[config.mk]
export PLATFORM = sky130hd
export DESIGN_NAME = vert_timing_gen_flat
export DESIGN_NICKNAME = d
export VERILOG_FILES = /design/src/rtl/vert_timing_gen_if.sv /design/src/rtl/vert_timing_gen.sv /design/src/flat_wrapper.sv
export SDC_FILE = /design/constraint.sdc
export NUM_CORES = 1
export LEC_CHECK = 0
export BUFFER_PORTS_ARGS = -buffer_cell sky130_fd_sc_hd__buf_2
export CELL_PAD_IN_SITES_DETAIL_PLACEMENT = 1
export CELL_PAD_IN_SITES_GLOBAL_PLACEMENT = 1
export CORE_MARGIN = 4
export CORE_UTILIZATION = 43
export DETAILED_ROUTE_END_ITERATION = 12
export PLACE_DENSITY_LB_ADDON = 0.1
export SLEW_MARGIN = 15
export SYNTH_ARGS = -nofsm -noshare
export SYNTH_HDL_FRONTEND = slang
export SYNTH_SLANG_ARGS = --single-unit
[constraint.sdc]
create_clock -name clk -period 4.4 [get_ports clk]
set_input_delay 1.32 -clock clk [delete_from_list [all_inputs] [get_ports clk]]
set_output_delay 1.32 -clock clk [all_outputs]
set_load 0.005 [all_outputs]
[src/rtl/vert_timing_gen_if.sv]
// rtl/vert_timing_gen_if.sv - line-advance controls and decoded vertical timing outputs
//
// Purpose: groups the vertical timing generator's control inputs and decoded
// outputs into one bundle shared by the line-enable source and the sync stage.
// Signals:
//   ce          line-advance enable, 1-cycle pulse at end of each line
//   resync      request to restart the frame at line 0
//   cnt         current line index, 0..TOTAL-1
//   phase       0=ACTIVE 1=FRONT 2=SYNC 3=BACK
//   vactive     high while in the active phase
//   vsync       sync level during SYNC phase, idle level otherwise
//   last_line   high while cnt is the final line of the frame
//   frame_start 1-cycle pulse when cnt becomes 0 by wrap or resync
// Modports: master drives ce/resync and observes timing; slave is the generator.
interface vert_timing_gen_if #(
  parameter int W = 10
) ();
  logic         ce;
  logic         resync;
  logic [W-1:0] cnt;
  logic [1:0]   phase;
  logic         vactive;
  logic         vsync;
  logic         last_line;
  logic         frame_start;

  modport master (
    output ce, resync,
    input  cnt, phase, vactive, vsync, last_line, frame_start
  );

  modport slave (
    input  ce, resync,
    output cnt, phase, vactive, vsync, last_line, frame_start
  );
endinterface

[src/rtl/vert_timing_gen.sv]
// rtl/vert_timing_gen.sv - parametrised vertical timing generator for the VGA driver
//
// Purpose: counts lines on the per-line enable, tracks the frame phase
// (active, front porch, sync, back porch) and drives registered VSYNC,
// vertical-active, last-line and frame-start markers.
// Ports:
//   clk  in  pixel clock, all state changes on the rising edge
//   rst  in  synchronous reset, active-high; overrides resync and ce
//   bus  slave modport of vert_timing_gen_if (ce, resync in; timing out)
// Every output is updated on the same edge as cnt from the next-state
// decision, so outputs never lag the count.
module vert_timing_gen #(
  parameter int W        = 10,
  parameter int V_VIS    = 600,
  parameter int V_FP     = 37,
  parameter int V_SYNC   = 6,
  parameter int V_BP     = 23,
  parameter bit SYNC_POL = 1'b1
) (
  input  logic                  clk,
  input  logic                  rst,
  vert_timing_gen_if.slave      bus
);

  localparam int TOTAL = V_VIS + V_FP + V_SYNC + V_BP;

  // Count values on which a CE moves into the following phase.
  localparam logic [W-1:0] C_ACT_END  = W'(V_VIS - 1);
  localparam logic [W-1:0] C_FP_END   = W'(V_VIS + V_FP - 1);
  localparam logic [W-1:0] C_SYNC_END = W'(V_VIS + V_FP + V_SYNC - 1);
  localparam logic [W-1:0] C_LAST     = W'(TOTAL - 1);
  localparam logic [W-1:0] C_PRELAST  = W'(TOTAL - 2);
  localparam logic [W-1:0] C_ONE      = W'(1);
  localparam logic         IDLE_LVL   = ~SYNC_POL;

  generate
    if (V_VIS < 1 || V_FP < 1 || V_SYNC < 1 || V_BP < 1 || (2 ** W) < TOTAL) begin : g_bad_params
      $error("vert_timing_gen: illegal parameter set (empty phase or W too small)");
    end
  endgenerate

  typedef enum logic [1:0] {
    ST_ACTIVE = 2'd0,
    ST_FRONT  = 2'd1,
    ST_SYNC   = 2'd2,
    ST_BACK   = 2'd3
  } phase_t;

  phase_t       state;
  logic [W-1:0] cnt;
  logic         vactive;
  logic         vsync;
  logic         last_line;
  logic         frame_start;

  always_ff @(posedge clk) begin
    if (rst) begin
      cnt         <= '0;
      state       <= ST_ACTIVE;
      vactive     <= 1'b1;
      vsync       <= IDLE_LVL;
      last_line   <= 1'b0;
      frame_start <= 1'b0;
    end else if (bus.resync || (bus.ce && cnt == C_LAST)) begin
      // Resync and natural wrap both land on line 0 of a fresh frame.
      cnt         <= '0;
      state       <= ST_ACTIVE;
      vactive     <= 1'b1;
      vsync       <= IDLE_LVL;
      last_line   <= 1'b0;
      frame_start <= 1'b1;
    end else if (bus.ce) begin
      cnt         <= cnt + C_ONE;
      last_line   <= (cnt == C_PRELAST);
      frame_start <= 1'b0;
      case (state)
        ST_ACTIVE: begin
          if (cnt == C_ACT_END) begin
            state   <= ST_FRONT;
            vactive <= 1'b0;
          end
        end
        ST_FRONT: begin
          if (cnt == C_FP_END) begin
            state <= ST_SYNC;
            vsync <= SYNC_POL;
          end
        end
        ST_SYNC: begin
          if (cnt == C_SYNC_END) begin
            state <= ST_BACK;
            vsync <= IDLE_LVL;
          end
        end
        ST_BACK: begin
          // Leaves only through the wrap branch above.
          state <= ST_BACK;
        end
      endcase
    end else begin
      frame_start <= 1'b0;
    end
  end

  assign bus.cnt         = cnt;
  assign bus.phase       = state;
  assign bus.vactive     = vactive;
  assign bus.vsync       = vsync;
  assign bus.last_line   = last_line;
  assign bus.frame_start = frame_start;

endmodule

[src/flat_wrapper.sv]
// flat-port wrapper written by rule: the top's interface ports become plain ports
module vert_timing_gen_flat 
#(
  parameter int W        = 10,
  parameter int V_VIS    = 600,
  parameter int V_FP     = 37,
  parameter int V_SYNC   = 6,
  parameter int V_BP     = 23,
  parameter bit SYNC_POL = 1'b1
)
  (clk, rst, bus_ce, bus_resync, bus_cnt, bus_phase, bus_vactive, bus_vsync, bus_last_line, bus_frame_start);
  vert_timing_gen_if #(.W(W)) bus_i ();
  input  logic clk;
  input  logic rst;
  input wire logic [$bits(bus_i.ce)-1:0] bus_ce;
  input wire logic [$bits(bus_i.resync)-1:0] bus_resync;
  output wire logic [$bits(bus_i.cnt)-1:0] bus_cnt;
  output wire logic [$bits(bus_i.phase)-1:0] bus_phase;
  output wire logic [$bits(bus_i.vactive)-1:0] bus_vactive;
  output wire logic [$bits(bus_i.vsync)-1:0] bus_vsync;
  output wire logic [$bits(bus_i.last_line)-1:0] bus_last_line;
  output wire logic [$bits(bus_i.frame_start)-1:0] bus_frame_start;
  assign bus_i.ce = bus_ce;
  assign bus_i.resync = bus_resync;
  assign bus_cnt = bus_i.cnt;
  assign bus_phase = bus_i.phase;
  assign bus_vactive = bus_i.vactive;
  assign bus_vsync = bus_i.vsync;
  assign bus_last_line = bus_i.last_line;
  assign bus_frame_start = bus_i.frame_start;
  vert_timing_gen #(.W(W), .V_VIS(V_VIS), .V_FP(V_FP), .V_SYNC(V_SYNC), .V_BP(V_BP), .SYNC_POL(SYNC_POL)) u_core (.clk(clk), .rst(rst), .bus(bus_i));
endmodule
Word-level counts from Yosys, hierarchy flattened

Cells that the tools add are included.

Multiplexer cells: 8
Equality and inequality tests: 11
Reductions and logical operators: 8
Add/subtract/negate cells: 1

Operators by type and width:

| kind                                                                    | count |
|---|---|
| 10-bit == test, second input constant                                   | 5 |
| 10-bit by 1-bit adder with 10-bit output, second input constant         | 1 |
| 2-bit one-hot mux with 4 select lines                                   | 1 |
| 4-bit AND reduction                                                     | 2 |
| 2-bit two-way mux                                                       | 3 |
| 2-bit by 1-bit inequality test with 1-bit output, second input constant | 3 |
| 2-bit == test, second input constant                                    | 2 |
| 1-bit two-way mux                                                       | 3 |
| 3-bit AND reduction                                                     | 1 |
| 2-bit by 1-bit == test with 1-bit output, second input constant         | 1 |
| 2-bit zero test                                                         | 1 |
| 1-bit one-hot mux with 2 select lines                                   | 1 |
| 2-bit nonzero test                                                      | 1 |
| 2-bit OR reduction                                                      | 1 |
| 1-bit logical AND                                                       | 1 |
| 1-bit logical OR                                                        | 1 |

Output and inout port bits: 16
Word-level logic and storage cells: 34
Input bits: 4
Flip-flop bits (word level): 16

Longest topological paths before layout

Gate-level depths: netlist of run 1.

Depth after elaboration: 4
Gate-level depth with buffers: 6
Depth with buffers taken out: 6

Worst setup path before layout of run 1

Ideal clock, no wire load.

Path type: input to register
Start point: in bus_ce
End point: reg u_core.state[0] (netlist: u_core.bus.phase[0])
Buffers on the path: 1
Stages: 5
Setup slack: 1.835 ns
Data arrival time: 2.442 ns
Cells stage by stage: buf_2 > nand4b_1 > o41ai_2 > nor2_1 > mux2_1

Cells in the longest elaborated chain, start to end: 3
Elaborated cells between the ends (all ways): 4
Those cells by class: reduce/logical: 4

RTL lines:

| element                      | line                  | text |
|---|---|---|
| from (decl)                  | flat_wrapper.sv:15    | `input wire logic [$bits(bus_i.ce)-1:0] bus_ce;` |
| 1-bit logical AND            | vert_timing_gen.sv:64 | `end else if (bus.resync \|\| (bus.ce && cnt == C_LAST)) begin` |
| 1-bit logical OR             | vert_timing_gen.sv:64 |  |
| 2-bit OR reduction (no line) | n/a                   |  |
| to (signal assigned)         | vert_timing_gen.sv:59 | `state <= ST_ACTIVE;` |
| to (signal assigned)         | vert_timing_gen.sv:67 | `state <= ST_ACTIVE;` |
| to (signal assigned)         | vert_timing_gen.sv:79 | `state <= ST_FRONT;` |
| to (decl)                    | vert_timing_gen.sv:49 | `phase_t state;` |

Several ways; a longest one is shown, not always the timed one.
A chain may end at the register's enable or synchronous reset.

Final worst setup path of run 1

Start point: reg u_core.cnt[2] (netlist: u_core.bus.cnt[2])
End point: out bus_cnt[2]

RTL lines:

| element                | line                  | text |
|---|---|---|
| from (decl)            | vert_timing_gen.sv:50 | `logic [W-1:0] cnt;` |
| from (signal assigned) | vert_timing_gen.sv:73 | `cnt <= cnt + C_ONE;` |
| to (decl)              | flat_wrapper.sv:17    | `output wire logic [$bits(bus_i.cnt)-1:0] bus_cnt;` |

No word-level cell between the ends.

==> run summary, run 1 <==
status = finished clean
all-layer global routing usage = 0.1691
nets = 129
Layout area overhead = 15.75%
global-route wire length before repair = 3.615 mm
crit path DAT = 1.06 ns
clock skew = 0.004470 ns
Post-DRT Antenna Nets = 0
final hold violation count = 0
Sw Share = 0.2274
WL final = 2.075 mm
final setup TNS = 0 ns
Die Ht = 54.50 um
Yosys warnings = 0
post-synthesis sequential area ratio = 0.3445
Reg clk slew, reported paths = 0.10 ns
CTS Buf Count = 3
Hold WS = 0.4674 ns
Reg power frac = 0.561
pin count of the biggest net entering global routing = 18
RSZ-0062 raised after global routing = false
Port Buf Inserts = 19
part of the power in combinational logic = 0.057
vias in the first global route = 802
final setup fails = 0
crit-path max FO = 9
register bit count reported by yosys = 16
Max Freq = 0.4202 GHz
CTS tree = yes
slew margin rel. = 0.6306
Crit Path Category = reg2out
Worst Setup Start Kind = register
CTS hold repair buffers = 0
vias per cell = 5.352
slowest CP cell = dfxtp_1
area leader, netlist = dfxtp_1
CP Capture Type = output pin
cell area after synthesis = 929.6 um2
number of cell rows = 16
Pleak = 0.4443 nW
Root Buffer Master = clkbuf_4
CP top delay family = flip-flops
Via Count = 760
syn_nets = 108
Pins Over Slew Limit = 0
Post-route DRC = 0
Buffers & Inverters on Critical Path = 1
Tmin final = 2.380 ns
max-cap violation count = 0
RD Place Congestion = 0.7016
IO Pins = 20
# diodes = 0
wire per inst = 14.61 um
Resized Gates After CTS = 0
post-synth cell types = 33
Synth area leaders = dfxtp_1, ha_1, nor2_1
setup bufs post-CTS = 0
Cells after Synth = 95
Worst-Margin Slew = 0.5491 ns
placed insts = 138
Overflow after GRT = 0
Clock power frac = 0.381
fin util = 0.5375
worst-skew pair later-pin latency = 0.29 ns
CP peak stage delay = 0.58 ns
Core Area = 0.002002 mm2
pwr dens = 243.4 mW/mm2
Max clock buf depth = 2
Sinks on Clock Net = 16
Tcrit/Tclk final = 0.5408
Die Area = 0.002970 mm2
share of cells above drive strength 1 = 0.2783
critical path data required time = 3.08 ns
top cell type's share of synthesized area = 0.3445
non-filler cells, final = 142
Initial Util = 0.4644
number of antenna violations at the first check in global routing = 0
width of the die = 54.50 um
Mapped Avg Cell Area = 9.786 um2
Hold Path Class = reg2reg
maximum vdd drop = 0.1315 mV
DRC marker count from the first detailed-route iteration = 5
CTS H-tree lvls = 1
P_int = 0.2024 mW
First-pass DRT Iterations = 4
HPWL after DPL = 1.618 mm
worst path cell trace = buf_2
Sw Pwr = 0.05956 mW
Tot Pwr = 0.2619 mW
==> final timing paths <==
path                           start             endpoint  slack, ns  depth (start not counted)
setup / recovery   u_core.bus.cnt[2]           bus_cnt[2]       2.02                          1
hold / removal    u_core.bus.vactive   u_core.bus.vactive       0.47                          1
hold reg to reg   u_core.bus.vactive   u_core.bus.vactive       0.47                          1
setup reg to reg   u_core.bus.cnt[0]  u_core.bus.phase[0]       2.47                          6
==> final cells by class <==
type / instances / area (um2)
timing repair buffer: 20 / 102.6
clock buffer: 4 / 36.28
sequential: 16 / 320.3
inverter: 7 / 26.28
multi-input combinational: 68 / 556.8
fill: 248 / 925.9
tap: 27 / 33.78
==> sequential cells by signal (all words and copies together) (netlist names) <==
| signal | cells |
|---|---|
| u_core.bus.frame_start | 1 |
| u_core.bus.vsync | 1 |
| u_core.bus.vactive | 1 |
| u_core.bus.cnt | 10 |
| u_core.bus.phase | 2 |
| u_core.bus.last_line | 1 |
==> metal layers <==
layer,vias up,wire [um],track usage
met1,372,955,0.2164
met4,0,21,0.07469
met2,18,1014,0.2789
met5,-,0,0
li1,366,-,-
met3,4,84,0.02452
==> cells in the final DEF (no fill, tap or decap), drive strengths merged, types with 3 or more instances in the layout <==
master and count:
and4 3, buf 20, clkbuf 4, dfxtp 16, ha 9, inv 7
nand2 4, nand3 3, nor2 16, xnor2 3, xor2 5
==> power by group through the flow <==
stage          registers (mW)  logic, mW  clock network, mW
3_5_place_dp            0.150     0.0153                  0
4_1_cts                 0.147     0.0153              0.102
3_3_place_gp            0.150     0.0147                  0
2_1_floorplan           0.150    0.00998                  0
6_report                0.147     0.0150             0.0999
5_1_grt                 0.147     0.0171              0.107
==> stage by stage <==
stage	cell area, um2	worst slack (ns)
final	1076	2.020
after global routing	1076	1.944
after global placement	1040	1.824
after detailed placement	1040	1.742
after CTS	1076	2.009
after floorplan	929.6	1.835
==> logic make-up (layout without fill, tap and decap cells) <==
family,after synthesis,in the layout,share of synthesized area
AND/OR/NAND/NOR,38,38,0.2450
XOR/XNOR,8,8,0.07537
multiplexers,3,3,0.03499
AO/OA/AOI/OAI,10,10,0.1225
adder cells (fa/ha/maj),9,9,0.1211
flip-flops,16,16,0.3446
buffers and inverters,11,31,0.05653
==> cells in the mapped netlist <==
cell type and n:
mux2_1 2, xnor2_1 3, buf_6 1, nand2_1 4
o41ai_2 1, nand4b_1 1, o31ai_4 1, o21ai_0 1
and4_2 1, or4b_4 1, a21oi_1 2, nand3_1 3
dfxtp_1 16, nor2_1 16, nor4_1 1, or3_1 1
nor3_1 2, mux2i_1 1, nand4_1 2, and3_1 1
o32ai_4 1, a22oi_1 1, inv_1 7, nand4bb_4 1
buf_2 3, a31oi_1 1, and4_1 2, a21o_1 1
xor2_1 5, ha_1 9, and3_2 1, o211ai_2 1
nand4bb_1 1
(Power assumes the default switching activity.)
==> run 2: changes to the inputs <==
--- a/config.mk
+++ b/config.mk
@@ -5,11 +5,12 @@
 export SDC_FILE = /design/constraint.sdc
 export NUM_CORES = 1
 export LEC_CHECK = 0
+export ABC_AREA = 1
 export BUFFER_PORTS_ARGS = -buffer_cell sky130_fd_sc_hd__buf_2
 export CELL_PAD_IN_SITES_DETAIL_PLACEMENT = 1
 export CELL_PAD_IN_SITES_GLOBAL_PLACEMENT = 1
 export CORE_MARGIN = 4
-export CORE_UTILIZATION = 43
+export CORE_UTILIZATION = 38
 export DETAILED_ROUTE_END_ITERATION = 12
 export PLACE_DENSITY_LB_ADDON = 0.1
 export SLEW_MARGIN = 15
==> constraint.sdc (replaced) <==
create_clock -name clk -period 2.5 [get_ports clk]
set_input_delay 0.75 -clock clk [delete_from_list [all_inputs] [get_ports clk]]
set_output_delay 0.75 -clock clk [all_outputs]
set_load 0.005 [all_outputs]
==> run 2 against run 1 <==
Effect of this change:
- cell area grew 6.2%
- critical endpoint unchanged
- via count grew 18%
- sequential share of layout area shrank 1.7 points
- largest power group unchanged
==> run summary, run 2 <==
status = finished clean
Post-route DRC = 0 (unchanged)
vias per cell = 4.786 (-11%)
most instantiated cells after synthesis = nand2_1, nor2_1, inv_1
CTS hold repair buffers = 0 (unchanged)
Reg clk slew, reported paths = 0.09 ns (about the same)
Max Freq = 0.5902 GHz
Port Buf Inserts = 19 (unchanged)
CTS Buf Count = 3 (unchanged)
Hold Path Class = reg2reg
WHS Path Cells = 2 (+1)
Top FF cell, synth = dfxtp_1
number of antenna violations at the first check in global routing = 0 (unchanged)
multi-input logic area = 589.3 um2 (+5.8%)
clock skew = 0.002778 ns (-0.001692 ns)
Design Area, Final = 0.001142 mm2 (+6.2%)
RSZ-0062 raised after global routing = false
Buffers & Inverters on Critical Path = 1 (unchanged)
Sinks on Clock Net = 16 (unchanged)
Largest register FFs = 10 (unchanged)
pwr dens = 371.6 mW/mm2 (+53%)
Die Ht = 59.16 um (+8.6%)
max-cap violation count = 0 (unchanged)
Post-synth EDFFs = 0 (unchanged)
global-route wire length before repair = 4.126 mm (+14%)
final setup fails = 0 (unchanged)
Initial Util = 0.4015 (-0.06286)
Crit Path Category = reg2out
Synth area leaders = dfxtp_1, nand2_1, ha_1
pin count of the biggest net entering global routing = 11 (-7)
maximum vdd drop = 0.2264 mV (+72%)
width of the die = 59.16 um (+8.6%)
most common cell after layout, fill and taps aside = nand2_1
vias in the first global route = 925 (+15%)
ys async rst share = 0 (unchanged)
cell area after synthesis = 994.7 um2 (+7.0%)
Worst-Margin Slew = 0.2726 ns (-0.2765 ns)
Max clock buf depth = 2 (unchanged)
CP peak stage delay = 0.49 ns (-0.09 ns)
final setup TNS = 0 ns (unchanged)
Biggest register = u_core.bus.cnt
post-synthesis sequential area ratio = 0.3220 (-0.02254)
RD Place Congestion = 0.7640 (+8.9%)
IO Pins = 20 (unchanged)
Layout area overhead = 14.84%
share of cells above drive strength 1 = 0.2484 (-0.02985)
CTS H-tree lvls = 1 (unchanged)
non-filler cells, final = 187 (+32%)
Tot Pwr = 0.4245 mW (+62%)
most frequent cells in the layout = nand2_1, nor2_1, buf_2
slowest CP cell = dfxtp_1
top-count cell post-synth = nand2_1
Tmin final = 1.694 ns
CP top delay family = flip-flops
CP Capture Type = output pin
setup bufs post-CTS = 0 (unchanged)
HPWL after DPL = 1.969 mm (+22%)
First-pass DRT Iterations = 4 (unchanged)
Overflow after GRT = 0 (unchanged)
Via Count = 895 (+18%)
worst-skew pair later-pin latency = 0.29 ns (about the same)
Area after DPL = 0.001120 mm2 (+7.7%)
worst path cell trace = buf_2
Worst Setup Start Kind = register
final hold violation count = 0 (unchanged)
register bit count reported by yosys = 16 (unchanged)
Pleak = 0.4922 nW (+11%)
top cell type's share of synthesized area = 0.3220 (-0.02254)
Pins Over Slew Limit = 0 (unchanged)
FF+latch area = 320.3 um2 (unchanged)
Tcrit/Tclk final = 0.6777
Fill cells = 344 (+39%)
post-synth cell types = 21 (-36%)
nets = 172 (+33%)
# diodes = 0 (unchanged)
placed insts = 184 (+33%)
critical path data required time = 1.75 ns (-1.33 ns)
Root Buffer Master = clkbuf_4
crit-path max FO = 7 (-2)
Resized Gates After CTS = 0 (unchanged)
WL final = 2.376 mm (+15%)
slew margin rel. = 0.8180 (+0.1874)
all-layer global routing usage = 0.1568 (-0.01229)
Cells after Synth = 136 (+43%)
syn_nets = 149 (+38%)
wire per inst = 12.71 um (-13%)
R2R cell count = 11 (+5)
Core Area = 0.002477 mm2 (+24%)
Yosys warnings = 0 (unchanged)
Die Area = 0.003500 mm2 (+18%)
CTS tree = yes
crit path DAT = 0.94 ns (-0.12 ns)
Post-DRT Antenna Nets = 0 (unchanged)
number of cell rows = 18 (+2)
DRC marker count from the first detailed-route iteration = 22 (+17)
Mapped Avg Cell Area = 7.314 um2 (-25%)
area leader, netlist = dfxtp_1
Crit. path cell count = 1 (unchanged)
## run 2: power by group
part	leakage [nW]	switching [mW]	internal [mW]
sequential	0.129	0.00164	0.257
clock	0.0138	0.0829	0.0560
combinational	0.349	0.0183	0.00915
total	0.492	0.103	0.322
## run 2: layout make-up
cell class | instances | area share
repair buffers | 19 | 0.08324
clock buffers | 3 | 0.01972
multi-input cells | 99 | 0.5159
inverters | 20 | 0.06791
flip-flops and latches | 16 | 0.2804
well taps | 30 | 0.03286
## run 2: layer usage
| metal | routed length (um) | global-route usage | part of all wire | vias to the layer above |
|---|---|---|---|---|
| li1 | - | - | - | 460 |
| met1 | 1072 | 0.1950 | 0.45 | 415 |
| met2 | 1173 | 0.2603 | 0.49 | 15 |
| met3 | 89 | 0.03050 | 0.037 | 5 |
| met4 | 41 | 0.07120 | 0.017 | 0 |
| met5 | 0 | 0 | 0 | - |
## run 2: per-stage QoR
step | hold WS [ns] | setup slack [ns] | util
6_report | 0.4863 | 0.8057 | 0.4611
5_1_grt | 0.5070 | 0.7441 | 0.4611
4_1_cts | 0.4961 | 0.7865 | 0.4611
3_5_place_dp | 0.4749 | 0.7054 | 0.4520
3_3_place_gp | 0.4566 | 0.7529 | 0.4520
2_1_floorplan | 0.4560 | 0.9080 | -
## run 2: worst paths after layout
path / end / start / slack [ns]
worst min register to register: u_core.bus.last_line / u_core.bus.last_line / 0.49
worst max register to register: u_core.bus.phase[1] / u_core.bus.cnt[0] / 0.98
worst min-delay path: u_core.bus.last_line / u_core.bus.last_line / 0.49
worst max-delay path: bus_cnt[2] / u_core.bus.cnt[2] / 0.81
## run 2: logic make-up (layout without fill, tap and decap cells)
kind of cell | after synthesis | count (layout) | share of synthesized area
compound gates | 6 | 6 | 0.04025
xor+xnor | 6 | 6 | 0.05283
fa+ha+maj | 9 | 9 | 0.1132
buf+inv | 21 | 42 | 0.08553
flops | 16 | 16 | 0.3220
simple gates | 78 | 78 | 0.3862
